File: src/rtl/mem_pkg.sv
// Shared definitions for the instruction/data memory arbiter: FSM encoding,
// default starvation limit and the wait-counter width helper.
package mem_pkg;

    localparam int MAX_WAIT_DEFAULT = 3;

    typedef enum logic [1:0] {
        IDLE   = 2'd0,
        BUSY_I = 2'd1,
        BUSY_D = 2'd2
    } state_t;

    // Wide enough to hold max_wait, never narrower than 2 bits.
    function automatic int cnt_width(input int max_wait);
        int w;
        w = $clog2(max_wait + 1);
        return (w < 2) ? 2 : w;
    endfunction

endpackage

File: src/rtl/starve_counter.sv
// Counts data grants issued while a fetch is waiting; flags when the fetch
// must be forced through on the next arbitration.
module starve_counter
    import mem_pkg::*;
#(
    parameter int MAX_WAIT = MAX_WAIT_DEFAULT,
    parameter int CNT_W    = cnt_width(MAX_WAIT)
) (
    input  logic clk,
    input  logic reset,
    input  logic i_if_req,
    input  logic i_data_grant,
    input  logic i_fetch_grant,
    output logic o_starved
);

    localparam logic [CNT_W-1:0] MAX_CNT = CNT_W'(MAX_WAIT);

    logic [CNT_W-1:0] r_cnt;

    always_ff @(posedge clk) begin
        if (reset) begin
            r_cnt <= '0;
        end else if (i_fetch_grant || !i_if_req) begin
            r_cnt <= '0;
        end else if (i_data_grant && (r_cnt != MAX_CNT)) begin
            r_cnt <= r_cnt + 1'b1;
        end
    end

    assign o_starved = (r_cnt == MAX_CNT);

endmodule

File: src/rtl/mem_arbiter.sv
// Arbitrates an instruction-fetch port and a data port onto one single-port
// memory; data wins ties unless the fetch has been starved for MAX_WAIT grants.
module mem_arbiter
    import mem_pkg::*;
#(
    parameter int DATA_W   = 32,
    parameter int ADDR_W   = 32,
    parameter int MAX_WAIT = MAX_WAIT_DEFAULT
) (
    input  logic              clk,
    input  logic              reset,
    input  logic              if_req,
    input  logic [ADDR_W-1:0] if_addr,
    output logic              if_ack,
    output logic [DATA_W-1:0] if_rdata,
    input  logic              d_req,
    input  logic              d_we,
    input  logic [ADDR_W-1:0] d_addr,
    input  logic [DATA_W-1:0] d_wdata,
    output logic              d_ack,
    output logic [DATA_W-1:0] d_rdata,
    output logic              m_req,
    output logic              m_we,
    output logic [ADDR_W-1:0] m_addr,
    output logic [DATA_W-1:0] m_wdata,
    input  logic              m_ack,
    input  logic [DATA_W-1:0] m_rdata,
    output logic              stall_if,
    output logic              stall_mem
);

    state_t            r_state;
    state_t            w_next_state;
    logic              w_grant_i;
    logic              w_grant_d;
    logic              w_starved;
    logic              r_m_req;
    logic              r_m_we;
    logic [ADDR_W-1:0] r_m_addr;
    logic [DATA_W-1:0] r_m_wdata;
    logic              r_if_ack;
    logic              r_d_ack;
    logic [DATA_W-1:0] r_if_rdata;
    logic [DATA_W-1:0] r_d_rdata;

    starve_counter #(.MAX_WAIT(MAX_WAIT)) u_starve (
        .clk          (clk),
        .reset        (reset),
        .i_if_req     (if_req),
        .i_data_grant (w_grant_d),
        .i_fetch_grant(w_grant_i),
        .o_starved    (w_starved)
    );

    // NOTE: clocked state uses non-blocking assignments so every register
    // samples pre-edge values regardless of statement order.
    always_ff @(posedge clk) begin
        if (reset) r_state <= IDLE;
        else       r_state <= w_next_state;
    end

    always_comb begin
        // NOTE: defaults first, so no path through the case leaves a signal
        // unassigned and infers a latch.
        w_next_state = r_state;
        w_grant_i    = 1'b0;
        w_grant_d    = 1'b0;
        case (r_state)
            IDLE: begin
                if (if_req && (w_starved || !d_req)) begin
                    w_grant_i    = 1'b1;
                    w_next_state = BUSY_I;
                end else if (d_req) begin
                    w_grant_d    = 1'b1;
                    w_next_state = BUSY_D;
                end
            end
            BUSY_I, BUSY_D: begin
                if (m_ack) w_next_state = IDLE;
            end
            default: w_next_state = IDLE;
        endcase
    end

    // NOTE: the data registers are reset as well, so an abandoned access
    // leaves every output at zero instead of stale bus contents.
    always_ff @(posedge clk) begin
        if (reset) begin
            r_m_req    <= 1'b0;
            r_m_we     <= 1'b0;
            r_m_addr   <= '0;
            r_m_wdata  <= '0;
            r_if_ack   <= 1'b0;
            r_d_ack    <= 1'b0;
            r_if_rdata <= '0;
            r_d_rdata  <= '0;
        end else begin
            r_if_ack <= 1'b0;
            r_d_ack  <= 1'b0;
            if (w_grant_i) begin
                r_m_req   <= 1'b1;
                r_m_we    <= 1'b0;
                r_m_addr  <= if_addr;
                r_m_wdata <= '0;
            end else if (w_grant_d) begin
                r_m_req   <= 1'b1;
                r_m_we    <= d_we;
                r_m_addr  <= d_addr;
                r_m_wdata <= d_wdata;
            end else if (m_ack && (r_state == BUSY_I)) begin
                r_m_req    <= 1'b0;
                r_if_ack   <= 1'b1;
                r_if_rdata <= m_rdata;
            end else if (m_ack && (r_state == BUSY_D)) begin
                r_m_req <= 1'b0;
                r_d_ack <= 1'b1;
                if (!r_m_we) r_d_rdata <= m_rdata;
            end
        end
    end

    assign m_req     = r_m_req;
    assign m_we      = r_m_we;
    assign m_addr    = r_m_addr;
    assign m_wdata   = r_m_wdata;
    assign if_ack    = r_if_ack;
    assign d_ack     = r_d_ack;
    assign if_rdata  = r_if_rdata;
    assign d_rdata   = r_d_rdata;
    // The requester may replace or drop its request in the ack cycle itself.
    assign stall_if  = if_req & ~r_if_ack;
    assign stall_mem = d_req & ~r_d_ack;

endmodule

File: config.mk
export PLATFORM = sky130hd
export DESIGN_NAME = mem_arbiter
export DESIGN_NICKNAME = d
export VERILOG_FILES = /design/src/rtl/mem_pkg.sv /design/src/rtl/starve_counter.sv /design/src/rtl/mem_arbiter.sv
export SDC_FILE = /design/constraint.sdc
export NUM_CORES = 1
export LEC_CHECK = 0
export BUFFER_PORTS_ARGS = -buffer_cell sky130_fd_sc_hd__buf_4
export CAP_MARGIN = 20
export CORE_MARGIN = 5
export CORE_UTILIZATION = 45
export DETAILED_ROUTE_END_ITERATION = 7
export GPL_TIMING_DRIVEN = 0
export HOLD_SLACK_MARGIN = 0.03
export PLACE_DENSITY = 0.78
export SKIP_LAST_GASP = 1
export SLEW_MARGIN = 10
export SYNTH_ARGS = -nofsm -noshare
export SYNTH_HDL_FRONTEND = slang
export SYNTH_SLANG_ARGS = --single-unit
File: constraint.sdc
create_clock -name clk -period 2.8 [get_ports clk]
set_clock_uncertainty 0.1 [all_clocks]
set_input_delay 0.56 -clock clk [delete_from_list [all_inputs] [get_ports clk]]
set_output_delay 0.56 -clock clk [all_outputs]
set_load 0.01 [all_outputs]
# Word level (Yosys, flattened, before mapping)
# Cells that the tools add are included.
# classes
n_addsub	1
eq_ne	6
muxes	17
bitwise_logic	8
reduce_logical	19
# op_table
operator	count
$mux 32	2
$mux 1	11
$mux 2	3
$not 1->1	6
$reduce_or 2->1	3
$reduce_and 5->1	1
$eq 2x2->1 const B	2
$logic_and 1x1->1	4
$ne 2x2->1 const B	2
$pmux 2 s2	1
$reduce_bool 4->1	1
$reduce_or 4->1	1
$ne 3x3->1 const B	1
$reduce_and 3->1	1
$reduce_or 3->1	1
$add 2x1->2 const B	1
$and 1x1->1	2
$eq 2x1->1 const B	1
$logic_not 1->1	2
$logic_not 2->1	1
$logic_or 1x1->1	2
$reduce_and 2->1	1
$reduce_bool 2->1	1
# word_totals
ff_bits	136
inputBits	134
out_inout_bits	134

# Longest topological paths before layout
# Gate-level depths: netlist (run 1).
# logic_depth
ltp_word	7
depth_mapped	8
depth_no_buf	5

# Modules after synthesis
# From an unflattened synthesis (run 1), not the netlist that was laid out.
# hier_totals
hier_cells	558
area_unflattened_um2	5669.2
# by_module_without_submodules
mod	instances	cells_per_inst	area_each_um2
mem_arbiter	1	549	5575.3
starve_counter	1	9	93.8

# Worst setup path after synthesis (run 1)
# No wires, ideal clock.
# synth_path
path_type	input to output
startpoint	in d_req
endpoint	out stall_mem
arrival_time_ns	1.296
path_slack_ns	0.844
cell_stages	4
n_path_buf	3
path_cell_list	buf_4 -> buf_2 -> buf_2 -> nor2b_1
# synth_between
elab_chain_cells	1
# synth_lines
element	line_no	rtl
from (decl)	mem_arbiter.sv:16	input logic d_req,
$and 1x1->1	mem_arbiter.sv:132	assign stall_mem = d_req & ~r_d_ack;
to (decl)	mem_arbiter.sv:29	output logic stall_mem
# Every way passes these cells.

# Final worst setup path (run 1)
# layout_path
startpoint	in if_req
endpoint	out stall_if
# layout_between
elab_chain_cells	1
# layout_lines
element	line_no	rtl
from (decl)	mem_arbiter.sv:12	input logic if_req,
$and 1x1->1	mem_arbiter.sv:131	assign stall_if = if_req & ~r_if_ack;
to (decl)	mem_arbiter.sv:28	output logic stall_if,
# Every way passes these cells.

==> results of run 1 <==
==> power breakdown <==
group          leakage [nW]  internal, mW  switching, mW
clock                 0.295          1.44          0.863
combinational          2.32         0.423          0.539
sequential             1.11          2.04         0.0541
==> stage by stage <==
stage                     power, mW  instances  hold slack [ps]
after CTS                      5.36       1167              286
final                          5.35       1167              298
after global placement         3.07       1136              343
after detailed placement       3.08       1136              347
after floorplan                2.62        690              367
after global routing           5.55       1167              291
==> worst max-delay path, stage by stage <==
cell and delay (ps):
buf_4 140, inv_2 90, buf_6 170, clkbuf_1 430, nor2_1 100, buf_4 160
==> state kept, by name (all words and copies together), names as in the netlist <==
register	count
m_addr	32
u_starve.r_cnt	2
d_rdata	32
m_req	1
d_ack	1
if_rdata	32
m_we	1
if_ack	1
r_state	2
m_wdata	32
==> synthesized netlist by cell type (all sizes together) (6+ instances only) <==
cell type / instances
dfxtp: 136
o21ai: 101
a21oi: 68
o2111ai: 66
nand2: 65
clkbuf: 47
buf: 45
mux2i: 33
nand3: 33
a31oi: 32
o41ai: 32
inv: 6
==> worst max-delay path by stage <==
| stage | to | slack, ps |
|---|---|---|
| after detailed placement | stall_if | 510 |
| after global routing | stall_mem | 420 |
| after global placement | stall_if | 510 |
| after floorplan | stall_mem | 840 |
| final | stall_if | 480 |
| after CTS | stall_if | 510 |
==> cell type report <==
type | count | area, um2
Multi-Input combinational cell | 456 | 3100
Inverter | 6 | 22.5
Fill cell | 1205 | 4670
Timing Repair Buffer | 266 | 2000
Tap cell | 180 | 225
Clock inverter | 12 | 151
Sequential cell | 136 | 2720
Buffer | 92 | 487
Clock buffer | 19 | 453
==> metal layers <==
metal  global-route usage, %  vias up
li1                        -     3197
met4                    10.2        0
met1                    31.7     3224
met2                    42.2      371
met5                       0        -
met3                    8.88       46
==> cell families (layout without fill, tap and decap cells) <==
logic type	count (synthesis)	after routing	share of synthesized area, %
AND/OR/NAND/NOR	117	117	8.52
flip-flops	136	136	43.0
XOR/XNOR	1	1	0.138
adder cells (fa/ha/maj)	4	4	0.791
multiplexers	33	33	5.22
buffers and inverters	98	395	8.05
AO/OA/AOI/OAI	301	301	34.3
==> key figures, run 1 <==
Die
  – Row count: 43
  – Core area: 13800 um2
  – Io pins: 268
  – Die X: 129 um
  – Die area: 16500 um2
  – Die Y: 129 um
  – Starting density of the core: 45.8%

Cells and area
  – Area grow syn2layout: 44.7%
  – # nets final: 1113
  – Layout cells sized above 1: 38.2%
  – Final Cell Area: 9160 um2
  – Core Util, Final: 66.2%
  – Most common cell after layout, fill and taps aside: buf_4
  – Diode count: 0
  – Most frequent cells in the layout: buf_4, dfxtp_1, o21ai_0

Global routing
  – Total track usage: 26.0%
  – Largest net degree at the start of global routing: 17
  – Antenna violations before repair: 0
  – Vias in the first global route: 6520
  – Total gr overflow: 0
  – Global-route wire length before repair: 34300 um

Drt
  – Top sig layer: met4
  – Vias: 6838
  – Metal3 WL: 2600 um
  – Antenna violation net count after detailed routing: 0
  – DRC viols: 0
  – WL met2: 10600 um
  – DR iter-0 viols: 467
  – Met1 wire length: 8730 um
  – Final Routed Wirelength: 22600 um
  – First-pass iteration count of the detailed router: 5
  – Vias/cell: 5.86
  – Routed WL per cell: 19.3 um

Synthesis
  – Top_reg_cell synth: dfxtp_1
  – Syn_area_per_cell: 9.17 um2
  – Mapped Cells: 690
  – Asr flop ratio synth: 0%
  – Syn Nets: 828
  – Top cells by area, synth: dfxtp_1, o2111ai_1, o41ai_2, o21ai_0, a21oi_1
  – Cell Area, Synth: 6330 um2
  – EDFF count, synth: 0
  – Yosys top cell area share: 43.0%
  – Synth area leader: dfxtp_1
  – Seq/Total Area, Yosys: 43.0%
  – Distinct cells, synth: 37
  – Post-synthesis register bit count: 136
  – Warnings, synthesis: 0

STA
  – Setup violators final: 0
  – RSZ-0062 raised after global routing: false
  – Clock period minus final worst setup slack: 2320 ps
  – Tcrit/Tclk final: 82.9%
  – Rel. slew slack: 64.3%
  – Final Hold Viols: 0
  – Final WS setup: 478 ps
  – Worst slew pin tran: 536 ps
  – Fin Setup TNS: 0 ps
  – Fmax: 0.431 GHz
  – Max-slew violations: 0

Critical path
  – Worst setup SP type: input pin
  – Data arrival, critical path: 1660 ps
  – RR Endpoint: m_addr[31]$_SDFFE_PP0P_
  – Reg2reg path depth: 7
  – Critical path class: in2out
  – Critical path launch point: if_req
  – Reg2reg start: r_state[0]$_SDFFE_PP0P_
  – CP max FO: 10
  – Worst Path Required: 2140 ps
  – Critical Path Sink Type: primary output
  – Reg2reg setup slack: 700 ps

CTS
  – CTS Buf Count: 17
  – Post-CTS Resized: 0
  – Clk Tree Root Cell: clkbuf_16
  – Worst skew pair latency: 420 ps
  – CTS tree: built
  – Maximum clock insertion buffer count: 2
  – Hold buffer count at CTS: 0
  – Clock Sinks: 136
  – Clk slew on worst S/H paths: 60 ps
  – Setup Fix Bufs, Post-CTS: 0
  – H-tree levels: 4

Place
  – Final Wtd Congestion: 0.852
  – Placed Area: 8550 um2
  – I/O Buffers: 266
  – Dpl hpwl: 16400 um
  – Pre-CTS WS: 505 ps

Power
  – Worst IR Drop VDD: 394 uV
  – PD cells: 585 nW/um2
  – Leakage: 3.73 nW

Hold path
  – Hold Path Origin: m_rdata[21]
  – HP Class: in2reg
  – Min-Delay Path Depth: 3
  – Hold Crit Endpoint: if_rdata[21]$_SDFFE_PP0P_

Run status
  – Status: finished, final reports clean

Run
  – Max Cap Viol: 0
No activity file was read; power rests on OpenSTA's default activity.
==> inputs of run 2 (changes only) <==
- ABC_AREA: default -> 1
- CORE_UTILIZATION: 45 -> 44
- PLACE_DENSITY: 0.78 -> 0.79
- clock period: 2.8 -> 1.9 ns (I/O delays scaled with it)
==> run 2 against run 1 <==
  * Sequential power increased by 68%
  * Synthesized cell count increased by 45%
  * Hold slack got worse by 190 ps
  * Die area increased by 5.1%
  * Synthesized area increased by 3.1%
  * Clock power increased by 49%
  * Core utilization decreased by 0.60 points
  * Critical path type is now reg2reg
  * Largest cell class unchanged
==> key figures, run 2 <==
Synthesis
  – Adder-cell share of the synthesized area: 0.767% (was 0.791%)
  – Seq/Total Area, Yosys: 41.7% (was 43.0%)
  – Compound-gate portion of the synthesized area: 2.97% (was 34.3%)
  – Warnings, synthesis: 0 (unchanged)
  – Synth area leader: dfxtp_1 (unchanged)
  – Cell Area, Synth: 6530 um2 (was 6330 um2)
  – Top_reg_cell synth: dfxtp_1 (unchanged)
  – Mux contribution to synthesized area: 0% (was 5.22%)
  – Synthesized-area fraction occupied by xor and xnor cells: 0.134% (was 0.138%)
  – Most frequent cells after synthesis: nand2_1, inv_1, dfxtp_1 (was dfxtp_1, o21ai_0, a21oi_1)
  – Mapped Cells: 1002 (was 690)
  – Simple-gate share of the synthesized area: 39.3% (was 8.52%)
  – Most frequent cell after synthesis: nand2_1 (was dfxtp_1)
  – Asr flop ratio synth: 0% (unchanged)
  – Syn Nets: 1140 (was 828)
  – Post-synthesis register bit count: 136 (unchanged)
  – Yosys top cell area share: 41.7% (was 43.0%)
  – Distinct cells, synth: 23 (was 37)
  – Top cells by area, synth: dfxtp_1, nand2_1, inv_1, nand4_1, nor2_1 (was dfxtp_1, o2111ai_1, o41ai_2, o21ai_0, a21oi_1)
  – Largest family of logic cells by synthesized area: simple AND/OR/NAND/NOR gates (was compound AO/OA/AOI/OAI gates)
  – EDFF count, synth: 0 (unchanged)
  – Syn_area_per_cell: 6.52 um2 (was 9.17 um2)

CTS
  – Clk Tree Root Cell: clkbuf_16 (unchanged)
  – Clk slew on worst S/H paths: 60 ps (about the same)
  – Worst skew pair latency: 420 ps (about the same)
  – Clock Sinks: 136 (unchanged)
  – CTS tree: built (unchanged)
  – Maximum clock insertion buffer count: 2 (unchanged)
  – H-tree levels: 4 (unchanged)
  – CTS Buf Count: 17 (unchanged)

Hold path
  – HP Class: in2reg (unchanged)
  – Hold Crit Endpoint: m_wdata[28]$_SDFFE_PP0P_ (was if_rdata[21]$_SDFFE_PP0P_)
  – Min-Delay Path Depth: 3 (unchanged)
  – Hold Path Origin: d_wdata[28] (was m_rdata[21])

Cells and area
  – Area grow syn2layout: 46.1% (was 44.7%)
  – Diode count: 0 (unchanged)
  – Most common cell after layout, fill and taps aside: nand2_1 (was buf_4)
  – Layout filler cell count: 1351 (was 1205)
  – Most frequent cells in the layout: nand2_1, buf_4, inv_1 (was buf_4, dfxtp_1, o21ai_0)
  – Layout cells sized above 1: 27.8% (was 38.2%)
  – # nets final: 1428 (was 1113)

Power
  – Worst IR Drop VDD: 625 uV (was 394 uV)
  – PD cells: 1100 nW/um2 (was 585 nW/um2)
  – Leakage: 5.00 nW (was 3.73 nW)

STA
  – Fmax: 0.557 GHz
  – Tcrit/Tclk final: 94.5%
  – Worst hold slack: 112 ps (was 298 ps)
  – Fin Setup TNS: 0 ps (unchanged)
  – RSZ-0062 raised after global routing: true (was false)
  – Worst slew pin tran: 564 ps (was 536 ps)
  – Clock period minus final worst setup slack: 1800 ps
  – Rel. slew slack: 62.4% (was 64.3%)
  – Setup violators final: 0 (unchanged)
  – Max-slew violations: 0 (unchanged)
  – Final Hold Viols: 0 (unchanged)

Global routing
  – Largest net degree at the start of global routing: 17 (unchanged)
  – Global-route wire length before repair: 32700 um (was 34300 um)
  – Antenna violations before repair: 0 (unchanged)
  – Vias in the first global route: 6498 (was 6520)
  – Total track usage: 22.9% (was 26.0%)
  – Total gr overflow: 0 (unchanged)

Drt
  – Vias/cell: 4.73 (was 5.86)
  – Final Routed Wirelength: 21000 um (was 22600 um)
  – Metal3 WL: 1740 um (was 2600 um)
  – Routed WL per cell: 14.1 um (was 19.3 um)
  – Met1 wire length: 8600 um (was 8730 um)
  – Vias: 7027 (was 6838)
  – WL met2: 10300 um (was 10600 um)
  – DR iter-0 viols: 409 (was 467)
  – DRC viols: 0 (unchanged)
  – Antenna violation net count after detailed routing: 0 (unchanged)
  – Top sig layer: met4 (unchanged)
  – First-pass iteration count of the detailed router: 5 (unchanged)

Critical path
  – Reg2reg path depth: 9 (was 7)
  – Critical Path Sink Type: flip-flop (was primary output)
  – Worst Path Buf+Inv: 4 (was 5)
  – Worst Path Required: 2120 ps (was 2140 ps)
  – CP max-delay cell: dfxtp_1 (was clkbuf_1)
  – Worst setup SP type: flip-flop (was input pin)
  – CP max FO: 11 (was 10)
  – Data arrival, critical path: 2010 ps (was 1660 ps)
  – RR Endpoint: if_rdata[19]$_SDFFE_PP0P_ (was m_addr[31]$_SDFFE_PP0P_)
  – Delay-heaviest family, CP: buffers and inverters (unchanged)
  – Reg2reg start: r_state[0]$_SDFFE_PP0P_ (unchanged)
  – Critical path class: reg2reg (was in2out)
  – Reg2reg setup slack: 100 ps (was 700 ps)
  – CP Cell Sequence: inv_1, ha_1, buf_4, nand2_4, buf_6, buf_2, nand4_1, nand2_1, nor2_1 (was buf_4, inv_2, buf_6, clkbuf_1, nor2_1, buf_4)
  – CP peak stage delay: 330 ps (was 430 ps)

Die
  – Core area: 14500 um2 (was 13800 um2)
  – Starting density of the core: 44.9% (was 45.8%)
  – Die area: 17400 um2 (was 16500 um2)
  – Die X: 132 um (was 129 um)
  – Die Y: 132 um (was 129 um)
  – Row count: 44 (was 43)
  – Io pins: 268 (unchanged)

Run
  – Max Cap Viol: 0 (unchanged)

Place
  – Final Wtd Congestion: 0.855 (was 0.852)
  – I/O Buffers: 266 (unchanged)
  – Dpl hpwl: 15900 um (was 16400 um)

Run status
  – Status: finished, final reports clean (unchanged)
==> run 2: cell count changes after synthesis, sizes merged, moves of 31 or more <==
cell | previous run | this run
a31oi | 32 | 0
nand4 | 1 | 96
mux2i | 33 | 0
nand3b | 1 | 32
nand2 | 65 | 304
o41ai | 32 | 0
o21ai | 101 | 2
inv | 6 | 174
a21oi | 68 | 36
nor2 | 3 | 136
o2111ai | 66 | 0
==> run 2: worst max-delay path by stage <==
stage | cells past startpoint | slack, ps | from | endpoint
3_3_place_gp | 10 | -60 | r_state[1]$_SDFFE_PP0P_ | d_rdata[17]$_SDFFE_PP0P_
3_5_place_dp | 8 | -90 | r_state[0]$_SDFFE_PP0P_ | m_wdata[12]$_SDFFE_PP0P_
4_1_cts | 8 | -6 | u_starve.r_cnt[0]$_SDFFE_PP0P_ | m_wdata[29]$_SDFFE_PP0P_
5_1_grt | 9 | -5 | u_starve.r_cnt[0]$_SDFFE_PP0P_ | d_rdata[1]$_SDFFE_PP0P_
2_1_floorplan | 9 | 310 | r_state[0]$_SDFFE_PP0P_ | if_rdata[10]$_SDFFE_PP0P_
6_report | 9 | 100 | r_state[0]$_SDFFE_PP0P_ | if_rdata[19]$_SDFFE_PP0P_
==> run 2: logic make-up after synthesis <==
logic type / after synthesis
xor+xnor: 1
simple gates: 578
flops: 136
buf+inv: 245
compound gates: 38
fa+ha+maj: 4
==> run 2: per-stage QoR <==
step / cell area (um2) / utilization, % / total power [mW] / cells / setup WS [ps]
final: 9540 / 65.6 / 10.5 / 1487 / 104
after floorplan: 6530 / - / 5.56 / 1002 / 309
after CTS: 9400 / 64.7 / 10.5 / 1485 / -6.42
after global placement: 8760 / 60.2 / 6.93 / 1452 / -56.2
after global routing: 9540 / 65.6 / 11.1 / 1487 / -4.97
after detailed placement: 8760 / 60.2 / 6.99 / 1452 / -89.7
==> run 2: metal layers <==
metal  GRT usage, %  up-vias
met5              0        -
met4           7.71        0
met3           8.09       29
met2           39.2      253
met1           26.7     3100
li1               -     3645
==> run 2: final cells by class <==
| cell class | count | area, um2 | area share [%] |
|---|---|---|---|
| sequential | 136 | 2720 | 28.5 |
| timing repair buffer | 268 | 2030 | 21.3 |
| clock buffer | 22 | 474 | 4.97 |
| multi-input combinational | 622 | 2880 | 30.2 |
| inverter | 174 | 653 | 6.85 |
| buffer | 71 | 404 | 4.24 |
| clock inverter | 10 | 143 | 1.50 |
| tap | 184 | 230 | 2.41 |
==> run 2: worst register-to-register path, stage by stage, from the launching register on <==
cell and delay (ps):
dfxtp_1 330, inv_1 70, ha_1 190, buf_4 190, nand2_4 160, buf_6 180
buf_2 220, nand4_1 130, nand2_1 80, nor2_1 40
==> run 2: repair_timing <==
action	CTS	global route
setup buffers	0	0
gates resized for setup	6	46
endpoints found under the hold margin	1	0
hold buffers	1	0
cloned	0	2
pin swaps	0	2
setup endpoints to repair	119	126
==> run 2: power breakdown <==
group | switching, mW | total [mW] | internal [mW]
sequential | 0.227 | 3.52 | 3.29
clock | 1.26 | 3.43 | 2.17
combinational | 2.02 | 3.54 | 1.52
total | 3.51 | 10.5 | 6.98
==> inputs of run 3 (changes only) <==
- BUFFER_PORTS_ARGS: -buffer_cell sky130_fd_sc_hd__buf_4 -> -buffer_cell sky130_fd_sc_hd__clkbuf_2
==> run 3 against run 2 <==
  * Sequential power barely moved
  * Die area stayed put
  * First-iteration DRC count decreased by 0.49%
  * Non-clock buffer count grew 2
  * Clock-buffer cell count grew 2
  * Setup slack got worse by 3.0 ps
  * Fmax down 0.17%
  * Power decreased by 5.5%
  * Register-to-register slack is essentially flat
  * Critical endpoint is now m_addr[28]$_SDFFE_PP0P_
  * Clock power fell by 7.9%
==> key figures, run 3 (same netlist as run 2, synthesis figures left out) <==
Global routing
  – GR Util met3: 6.83% (was 8.09%)
  – Met1 GRT Util: 26.9% (was 26.7%)
  – Most Crowded Layer GR: met2 (unchanged)
  – Largest net degree at the start of global routing: 17 (unchanged)
  – Total track usage: 22.6% (was 22.9%)
  – Global-route wire length before repair: 32400 um (was 32700 um)
  – Total gr overflow: 0 (unchanged)
  – Met2 usage: 38.4% (was 39.2%)
  – Vias in the first global route: 6703 (was 6498)
  – Antenna violations before repair: 0 (unchanged)

Cells and area
  – # nets final: 1430 (was 1428)
  – Final std cells w/o fill: 1488 (was 1487)
  – Most frequent cells in the layout: nand2_1, clkbuf_2, inv_1 (was nand2_1, buf_4, inv_1)
  – Most common cell after layout, fill and taps aside: nand2_1 (unchanged)
  – Core Util, Final: 60.8% (was 65.6%)
  – Diode count: 0 (unchanged)
  – Area grow syn2layout: 35.4% (was 46.1%)
  – Layout cells sized above 1: 28.0% (was 27.8%)

CTS
  – Clk slew on worst S/H paths: 60 ps (about the same)
  – Maximum clock insertion buffer count: 2 (unchanged)
  – Clk Tree Root Cell: clkbuf_16 (unchanged)
  – CTS tree: built (unchanged)
  – CTS Buf Count: 17 (unchanged)
  – Worst skew pair latency: 420 ps (about the same)
  – Clock Sinks: 136 (unchanged)
  – H-tree levels: 4 (unchanged)
  – Hold buffer count at CTS: 0 (was 1)

Power
  – Switching Fraction: 34.6% (was 33.5%)
  – P_sw: 3.43 mW (was 3.51 mW)
  – Leakage: 4.80 nW (was 5.00 nW)
  – Logic pwr share: 32.7% (was 33.7%)
  – Worst IR Drop VDD: 620 uV (was 625 uV)
  – Cell Int Power: 6.48 mW (was 6.98 mW)
  – Flop pwr share: 35.4% (was 33.5%)
  – Clock power frac: 31.8% (was 32.7%)
  – PD cells: 1120 nW/um2 (was 1100 nW/um2)

STA
  – Tcrit/Tclk final: 94.7% (was 94.5%)
  – Rel. slew slack: 61.5% (was 62.4%)
  – Clock period minus final worst setup slack: 1800 ps (about the same)
  – Final Hold Viols: 0 (unchanged)
  – Setup violators final: 0 (unchanged)
  – Fin Setup TNS: 0 ps (unchanged)
  – Worst slew pin tran: 577 ps (was 564 ps)
  – Max-slew violations: 0 (unchanged)
  – Fmax: 0.556 GHz (was 0.557 GHz)

Place
  – Final Wtd Congestion: 0.857 (was 0.855)
  – I/O Buffers: 266 (unchanged)
  – Placed insts: 1452 (unchanged)
  – Dpl hpwl: 15500 um (was 15900 um)

Drt
  – DRC viols: 0 (unchanged)
  – Routed WL per cell: 13.7 um (was 14.1 um)
  – Final Routed Wirelength: 20300 um (was 21000 um)
  – DR iter-0 viols: 407 (was 409)
  – Antenna violation net count after detailed routing: 0 (unchanged)
  – Vias: 7021 (was 7027)
  – Vias/cell: 4.72 (was 4.73)
  – First-pass iteration count of the detailed router: 5 (unchanged)

Run status
  – Status: finished, final reports clean (unchanged)

Critical path
  – Worst Path Required: 2110 ps (was 2120 ps)
  – Critical path class: reg2reg (unchanged)
  – Reg2reg path depth: 9 (unchanged)
  – Critical Path Sink Type: flip-flop (unchanged)
  – CP max FO: 10 (was 11)
  – Worst setup SP type: flip-flop (unchanged)
  – Data arrival, critical path: 2010 ps (about the same)

Die
  – Die area: 17400 um2 (unchanged)
  – Die X: 132 um (unchanged)
  – Core area: 14500 um2 (unchanged)
  – Io pins: 268 (unchanged)
  – Die Y: 132 um (unchanged)
  – Starting density of the core: 44.9% (unchanged)
  – Row count: 44 (unchanged)

Hold path
  – Min-Delay Path Depth: 2 (was 3)
  – HP Class: in2reg (unchanged)

Run
  – Max Cap Viol: 0 (unchanged)
run 3: layout make-up:
| cell class | instances | area (um2) |
|---|---|---|
| fill | 1366 | 5690 |
| multi-input combinational | 622 | 2880 |
| sequential | 136 | 2720 |
| timing repair buffer | 270 | 1380 |
| inverter | 174 | 653 |
| clock buffer | 24 | 502 |
| buffer | 71 | 407 |
| tap | 184 | 230 |
| clock inverter | 7 | 67.6 |
run 3: metrics by stage:
| stage | hold WS, ps | setup WS (ps) | instance area (um2) | total power [mW] |
|---|---|---|---|---|
| 2_1_floorplan | 345 | 309 | 6530 | 5.56 |
| 3_3_place_gp | 352 | -58.4 | 8090 | 6.62 |
| 3_5_place_dp | 358 | -107 | 8090 | 6.67 |
| 4_1_cts | 51.6 | -41.5 | 8680 | 9.85 |
| 5_1_grt | 62.1 | -1.88 | 8840 | 10.5 |
| 6_report | 57.9 | 101 | 8840 | 9.92 |
run 3: what timing repair did:
action / CTS / global route
gates cloned: 0 / 2
buffers inserted: 0 / 3
setup endpoints to repair: 120 / 128
resized for setup: 6 / 47
pin swaps: 0 / 3
run 3: routing by layer:
metal / up-vias / share of wire, %
met5: - / 0
met4: 0 / 2.6
met3: 36 / 7.9
met2: 262 / 48
met1: 3061 / 41
li1: 3662 / -
run 3: final timing paths:
| check | start | to | slack [ps] |
|---|---|---|---|
| max | u_starve.r_cnt[0]$_SDFFE_PP0P_ | m_addr[28]$_SDFFE_PP0P_ | 100 |
| max reg2reg | u_starve.r_cnt[0]$_SDFFE_PP0P_ | m_addr[28]$_SDFFE_PP0P_ | 100 |
| min reg2reg | m_wdata[11]$_SDFFE_PP0P_ | m_wdata[11]$_SDFFE_PP0P_ | 360 |
| min | reset | if_ack$_SDFF_PP0_ | 60 |
run 3: power groups by stage:
stage / Sequential, mW / Clock (mW) / Combinational, mW
after floorplan: 3.74 / 0 / 1.82
after global placement: 3.55 / 0 / 3.07
after detailed placement: 3.57 / 0 / 3.10
after CTS: 3.51 / 3.20 / 3.14
after global routing: 3.56 / 3.33 / 3.64
final: 3.52 / 3.16 / 3.24
run 3: worst max-delay path: stages, from the launching register on:
cell and delay, ps:
dfxtp_1 350, ha_1 200, inv_1 100, nand2_4 130, nand3_2 190, clkbuf_2 260, nand2_1 100, nand2_1 60
nor2_2 160, nor2_1 50
